[src/rtl/execute_forward_unit.sv]
// Execute-stage operand forwarding and hazard unit: a DEPTH-entry result window
// feeds SrcA/SrcB, tracks one outstanding load, and retires the oldest entry to the regfile.
module execute_forward_unit #(
    parameter int XLEN   = 32,
    parameter int REG_AW = 5,
    parameter int DEPTH  = 3,
    parameter int SEL_W  = $clog2(DEPTH + 1)
) (
    input  logic              clk,
    input  logic              rst_n,
    input  logic              flush,
    input  logic              ex_valid,
    input  logic              ex_regwrite,
    input  logic              ex_is_load,
    input  logic [REG_AW-1:0] ex_rd,
    input  logic [XLEN-1:0]   ex_result,
    input  logic              ld_resp_valid,
    input  logic [XLEN-1:0]   ld_resp_data,
    input  logic [REG_AW-1:0] id_rs1,
    input  logic [REG_AW-1:0] id_rs2,
    input  logic [XLEN-1:0]   rs1_data,
    input  logic [XLEN-1:0]   rs2_data,
    output logic [XLEN-1:0]   src_a,
    output logic [XLEN-1:0]   src_b,
    output logic [SEL_W-1:0]  fwd_sel_a,
    output logic [SEL_W-1:0]  fwd_sel_b,
    output logic              stall,
    output logic              wb_en,
    output logic [REG_AW-1:0] wb_rd,
    output logic [XLEN-1:0]   wb_data,
    output logic [15:0]       stall_count
);

    logic [DEPTH-1:0]  win_valid;
    logic [DEPTH-1:0]  win_ready;
    logic [REG_AW-1:0] win_rd   [DEPTH];
    logic [XLEN-1:0]   win_data [DEPTH];
    logic [XLEN-1:0]   upd_data [DEPTH];

    logic pend;
    logic advance;
    logic a_wait;
    logic b_wait;
    logic cap_valid;
    logic cap_load;

    assign pend      = ~&win_ready;
    assign cap_valid = ex_valid & ex_regwrite & ~flush & (ex_rd != '0);
    assign cap_load  = ex_valid & ex_is_load & ~flush;

    // Window contents as seen this cycle, with a returning load already merged in.
    always_comb begin
        for (int i = 0; i < DEPTH; i++) begin
            upd_data[i] = (~win_ready[i] & ld_resp_valid) ? ld_resp_data : win_data[i];
        end
    end

    // Scan oldest to youngest so the youngest match is the one left standing.
    always_comb begin
        // NOTE: every output of this block gets a default first so no latch is inferred.
        fwd_sel_a = '0;
        fwd_sel_b = '0;
        src_a     = rs1_data;
        src_b     = rs2_data;
        a_wait    = 1'b0;
        b_wait    = 1'b0;
        for (int i = DEPTH - 1; i >= 0; i--) begin
            if (id_rs1 != '0 && win_valid[i] && win_rd[i] == id_rs1) begin
                fwd_sel_a = SEL_W'(i + 1);
                src_a     = upd_data[i];
                a_wait    = ~win_ready[i] & ~ld_resp_valid;
            end
            if (id_rs2 != '0 && win_valid[i] && win_rd[i] == id_rs2) begin
                fwd_sel_b = SEL_W'(i + 1);
                src_b     = upd_data[i];
                b_wait    = ~win_ready[i] & ~ld_resp_valid;
            end
        end
    end

    assign stall = a_wait | b_wait
                 | (cap_load & pend & ~ld_resp_valid)
                 | (~win_ready[DEPTH-1] & ~ld_resp_valid);
    assign advance = ~stall;

    assign wb_en   = advance & win_valid[DEPTH-1];
    assign wb_rd   = win_rd[DEPTH-1];
    assign wb_data = upd_data[DEPTH-1];

    always_ff @(posedge clk or negedge rst_n) begin
        if (!rst_n) begin
            win_valid   <= '0;
            win_ready   <= '1;
            stall_count <= '0;
        end else begin
            if (advance) begin
                for (int i = DEPTH - 1; i > 0; i--) begin
                    win_valid[i] <= win_valid[i-1];
                    win_ready[i] <= win_ready[i-1] | ld_resp_valid;
                end
                win_valid[0] <= cap_valid;
                win_ready[0] <= ~cap_load;
            end else begin
                win_ready <= win_ready | {DEPTH{ld_resp_valid}};
            end
            if (stall && stall_count != 16'hFFFF) begin
                stall_count <= stall_count + 16'd1;
            end
        end
    end

    // NOTE: rd/data are qualified by valid/ready, so this payload storage needs no reset.
    always_ff @(posedge clk) begin
        if (advance) begin
            for (int i = DEPTH - 1; i > 0; i--) begin
                win_rd[i]   <= win_rd[i-1];
                win_data[i] <= upd_data[i-1];
            end
            win_rd[0]   <= ex_rd;
            win_data[0] <= ex_result;
        end else begin
            for (int i = 0; i < DEPTH; i++) begin
                win_data[i] <= upd_data[i];
            end
        end
    end

endmodule

[config.mk]
export PLATFORM = sky130hd
export DESIGN_NAME = execute_forward_unit
export DESIGN_NICKNAME = d
export VERILOG_FILES = /design/src/rtl/execute_forward_unit.sv
export SDC_FILE = /design/constraint.sdc
export NUM_CORES = 1
export LEC_CHECK = 0
export ABC_AREA = 1
export BUFFER_PORTS_ARGS = -buffer_cell sky130_fd_sc_hd__buf_2
export CAP_MARGIN = 10
export CORE_AREA = 3 3 150 152
export CTS_BUF_LIST = sky130_fd_sc_hd__clkbuf_2 sky130_fd_sc_hd__clkbuf_4 sky130_fd_sc_hd__clkbuf_8
export CTS_CLUSTER_SIZE = 25
export DETAILED_ROUTE_END_ITERATION = 8
export DIE_AREA = 0 0 153 155
export PLACE_DENSITY = 0.64
export SYNTH_ARGS = -nofsm -noshare
export SYNTH_HDL_FRONTEND = slang
export SYNTH_SLANG_ARGS = --single-unit
[constraint.sdc]
create_clock -name clk -period 1.9 [get_ports clk]
set_input_delay 0.285 -clock clk [delete_from_list [all_inputs] [get_ports clk]]
set_output_delay 0.285 -clock clk [all_outputs]
set_load 0.005 [all_outputs]
==> summary.txt <==
Layout
  – Syn-to-layout area delta: 73.60%
  – Number of cells in the finished layout apart from fillers: 2,061
  – Fraction of final layout cells with drive strength greater than 1: 47.96%
  – Final layout net count: 1,923
  – Fill cell instance count of the final layout: 1,677

STA
  – Highest Clock Rate: 366.7 MHz
  – Clock Skews: 15.90 ps
  – Final worst slack: -826.8 ps
  – Crit path time final: 2727 ps
  – Final setup viols: 235
  – RSZ-0062 raised after global routing: yes
  – Worst hold margin: a little over 30 ps
  – Final hold viol count: 0
  – Transition time at the pin with the least slew margin: around 510 ps
  – Fraction of the cycle the final worst path needs: 143.5%
  – Worst relative slew slack: 65.96%
  – Fin. max-slew vios: 0

Placed design
  – Cell count after placement: 1,936
  – Port-buffer cells: 272
  – Final GP Congestion: approximately 0.92
  – Final HPWL from detailed placement: 23.00 mm

Routing
  – Iteration-0 DRC Markers: 712
  – Routed Antenna Nets: 0
  – DRT Pass-1 Iters: 5
  – Number of remaining DRC errors: 0
  – Wirelength, routed: 37.61 mm
  – Wirelength per Cell: 18.25 µm
  – Via density: approximately 5.4
  – Detailed-route via count: 11,053

Synth
  – Cell count after synthesis: between 1,000 and 1,500
  – Total nets after synthesis: ~1,500
  – Distinct cell type count after synthesis: 35
  – Sequential-to-total area share from yosys stat: 34.61%
  – Yosys warns: 0
  – Post-Synthesis Mean Instance Area: approximately 6.4 µm²
  – Post-Syn Area: 8456 µm²
  – #FFs+latches synth: 133

Hold path
  – Min-Delay Path Class: in2reg

GRT
  – Number of antenna violations at the first check in global routing: 1
  – Wire length of the first global-routing pass: approximately 50 mm
  – Total grt overflow: 0
  – Total track usage: 25.68%
  – Vias in the first global route: roughly 9,800
  – Maximum number of pins on one net before global-route repair: 52

Run status
  – Run status: finished, violations left
  – Failing checks: negative setup slack

Clock tree
  – Max Root-Sink Buffers: 2
  – CTS tree: yes
  – Number of H-tree levels: 4
  – Worst skew pair latency: 440 ps
  – Number of sinks on the clock net: 133
  – Clock slew at the register clock pins of the worst setup and hold paths: roughly 90 ps
  – Clock root buffer: sky130_fd_sc_hd__clkbuf_8
  – Number of buffers inserted during clock tree synthesis: 17

Floorplan
  – Std cell rows: 53
  – Die width: 153 µm
  – DIE AREA: 23,720 µm²
  – Floorplan core area: 21,150 µm²
  – Initial Utilization: 39.97%
  – Die Y: around 160 µm
  – Number of top-level pins: 273

Worst setup path
  – Type of element capturing the critical path: primary output
  – Maximum fanout along the worst path: 7
  – Startpoint-to-endpoint class of the critical path: reg2out
  – Critical path arrival: ~2400 ps
  – Data required, critical path: 1620 ps
  – Setup crit start kind: flop

Power and ir drop
  – Pwr dens: about 1200 nW/µm²
  – PnR Total Power: 17,750 µW
  – Worst voltage drop across the vdd grid: about 0.56 mV
  – Leakage Power: 0.007431 µW

Run
  – Number of max-capacitance violations reported: 0
cell usage in the layout (no fill, tap or decap), types with 3 or more instances in the layout:
cell type / n
sky130_fd_sc_hd__buf_6: 57
sky130_fd_sc_hd__inv_2: 14
sky130_fd_sc_hd__nor3_1: 4
sky130_fd_sc_hd__o21ai_1: 51
sky130_fd_sc_hd__buf_8: 18
sky130_fd_sc_hd__o21ai_2: 27
sky130_fd_sc_hd__inv_6: 5
sky130_fd_sc_hd__clkinv_2: 3
sky130_fd_sc_hd__clkbuf_8: 17
sky130_fd_sc_hd__dfrtp_1: 19
sky130_fd_sc_hd__nor2_4: 6
sky130_fd_sc_hd__inv_1: 128
sky130_fd_sc_hd__nand2_4: 37
sky130_fd_sc_hd__nand4_1: 7
sky130_fd_sc_hd__nand2_8: 4
sky130_fd_sc_hd__dfstp_2: 3
sky130_fd_sc_hd__dfxtp_1: 96
sky130_fd_sc_hd__o21ai_4: 10
sky130_fd_sc_hd__o21a_1: 64
sky130_fd_sc_hd__bufinv_16: 3
sky130_fd_sc_hd__buf_4: 118
sky130_fd_sc_hd__a41oi_2: 14
sky130_fd_sc_hd__xnor2_1: 3
sky130_fd_sc_hd__buf_2: 263
sky130_fd_sc_hd__edfxtp_1: 15
sky130_fd_sc_hd__nand2_2: 111
sky130_fd_sc_hd__xor2_1: 10
sky130_fd_sc_hd__o211ai_1: 50
sky130_fd_sc_hd__a21oi_1: 74
sky130_fd_sc_hd__nor4_1: 4
sky130_fd_sc_hd__nor2_2: 7
sky130_fd_sc_hd__clkbuf_16: 25
sky130_fd_sc_hd__nand2_1: 313
sky130_fd_sc_hd__a21oi_2: 30
sky130_fd_sc_hd__clkinvlp_4: 3
sky130_fd_sc_hd__buf_12: 39
sky130_fd_sc_hd__o21ai_0: 15
sky130_fd_sc_hd__nand3_1: 32
sky130_fd_sc_hd__nand3_2: 29
sky130_fd_sc_hd__nor2_1: 39
cell usage after synthesis, drive strengths merged:
library cell  instances  area share (%)
xnor2                 3            0.31
nor4                  4            0.30
clkbuf               38             1.7
a22oi                 1           0.089
nand3                62             3.7
buf                  45             3.2
edfxtp               15             5.3
nor2                 52             2.5
clkinv                1           0.044
nor3                  5            0.36
dfrtp                19             5.6
nand2               463              21
inv                 148             6.6
a41oi                14             1.5
dfstp                 3            0.93
o21ai               103             6.1
a311oi                1            0.10
nand4                 8            0.77
dfxtp                96              23
xor2                 10             1.0
o211ai               50             4.4
ha                    1            0.15
o21a                 64             5.7
a21oi               105             6.3
worst paths after layout:
| check | startpoint | end | slack [ps] | cells after the start |
|---|---|---|---|---|
| worst max register to register | win_rd[0][5]$_DFFE_PN_ | win_data[0][41]$_DFF_P_ | -640 | 16 |
| worst max-delay path | win_rd[0][6]$_DFFE_PN_ | src_a[30] | -830 | 9 |
| worst min-delay path | ex_result[19] | win_data[0][19]$_DFF_P_ | 30 | 3 |
| max in group asynchronous | rst_n | win_ready[1]$_DFF_PN1_ | 1190 | 2 |
| min in group asynchronous | rst_n | stall_count[1]$_DFFE_PN0P_ | 340 | 2 |
| worst min register to register | win_valid[0]$_DFFE_PN0N_ | win_valid[0]$_DFFE_PN0N_ | 530 | 2 |
report_power, final:
group | switching (µW) | internal, µW | leakage, µW
Sequential | 447 | 4000 | 0.00126
Combinational | 5540 | 5180 | 0.00597
Clock | 1250 | 1330 | 0.000208
Total | 7240 | 10500 | 0.00743
flip-flops by register name, indices dropped and copies added (netlist names):
| signal | flops |
|---|---|
| win_ready | 3 |
| win_rd | 15 |
| win_data | 96 |
| stall_count | 16 |
| win_valid | 3 |
what timing repair did:
action,in CTS,in global routing
pin swaps,15,86
setup endpoints to repair,235,235
endpoints found under the hold margin,20,0
setup buffers,22,38
gates resized for setup,117,363
hold buffers,2,0
gates cloned,6,33
critical path, stage by stage, from the launching register on:
cell                       delay, ps
sky130_fd_sc_hd__edfxtp_1        480
sky130_fd_sc_hd__o211ai_1        310
sky130_fd_sc_hd__nor2_2          100
sky130_fd_sc_hd__nand2_4         190
sky130_fd_sc_hd__inv_4            80
sky130_fd_sc_hd__nor2_4          190
sky130_fd_sc_hd__buf_6           170
sky130_fd_sc_hd__nand2_1          80
sky130_fd_sc_hd__a41oi_2         240
sky130_fd_sc_hd__buf_2           180
stage by stage:
stage	instance area, µm²	utilization [%]	setup TNS (ps)	worst slack [ps]
detailed placement	11340	53.62	-42270	-338.8
CTS	12520	59.18	-112620	-721.1
global route	14680	69.39	-154010	-936.3
floorplan	8461	-	0	25.24
global placement	11340	53.62	-35570	-265.4
finish	14680	69.39	-133820	-826.8
kinds of logic (layout without fill, tap and decap cells):
group / Yosys count / count (layout) / synth area share, %
AO/OA/AOI/OAI: 338 / 338 / 24.12
XOR/XNOR: 13 / 13 / 1.347
adder cells (fa/ha/maj): 1 / 1 / 0.1479
buffers and inverters: 232 / 704 / 11.53
flip-flops: 133 / 133 / 34.61
other: 0 / 1 / 0
AND/OR/NAND/NOR: 594 / 596 / 28.25
layout make-up:
class                      instances  area (µm²)  share of cell area [%]
inverter                         149       596.8                   4.066
clock buffer                      18       241.5                   1.645
clock inverter                    14       172.7                   1.176
sequential                       133        2927                   19.94
timing repair buffer             523        4573                   31.15
multi-input combinational        948        5822                   39.66
tap                              275       344.1                   2.344
antenna                            1       2.502                 0.01705
layer usage:
layer | part of all wire, % | wire, µm | track usage (%)
met5 | 0 | 0 | 0
met4 | 3.7 | 1392 | 10.39
met3 | 8.7 | 3266 | 3.727
met2 | 48 | 18180 | 43.27
met1 | 39 | 14770 | 33.28
No activity file was read; power rests on OpenSTA's default activity.
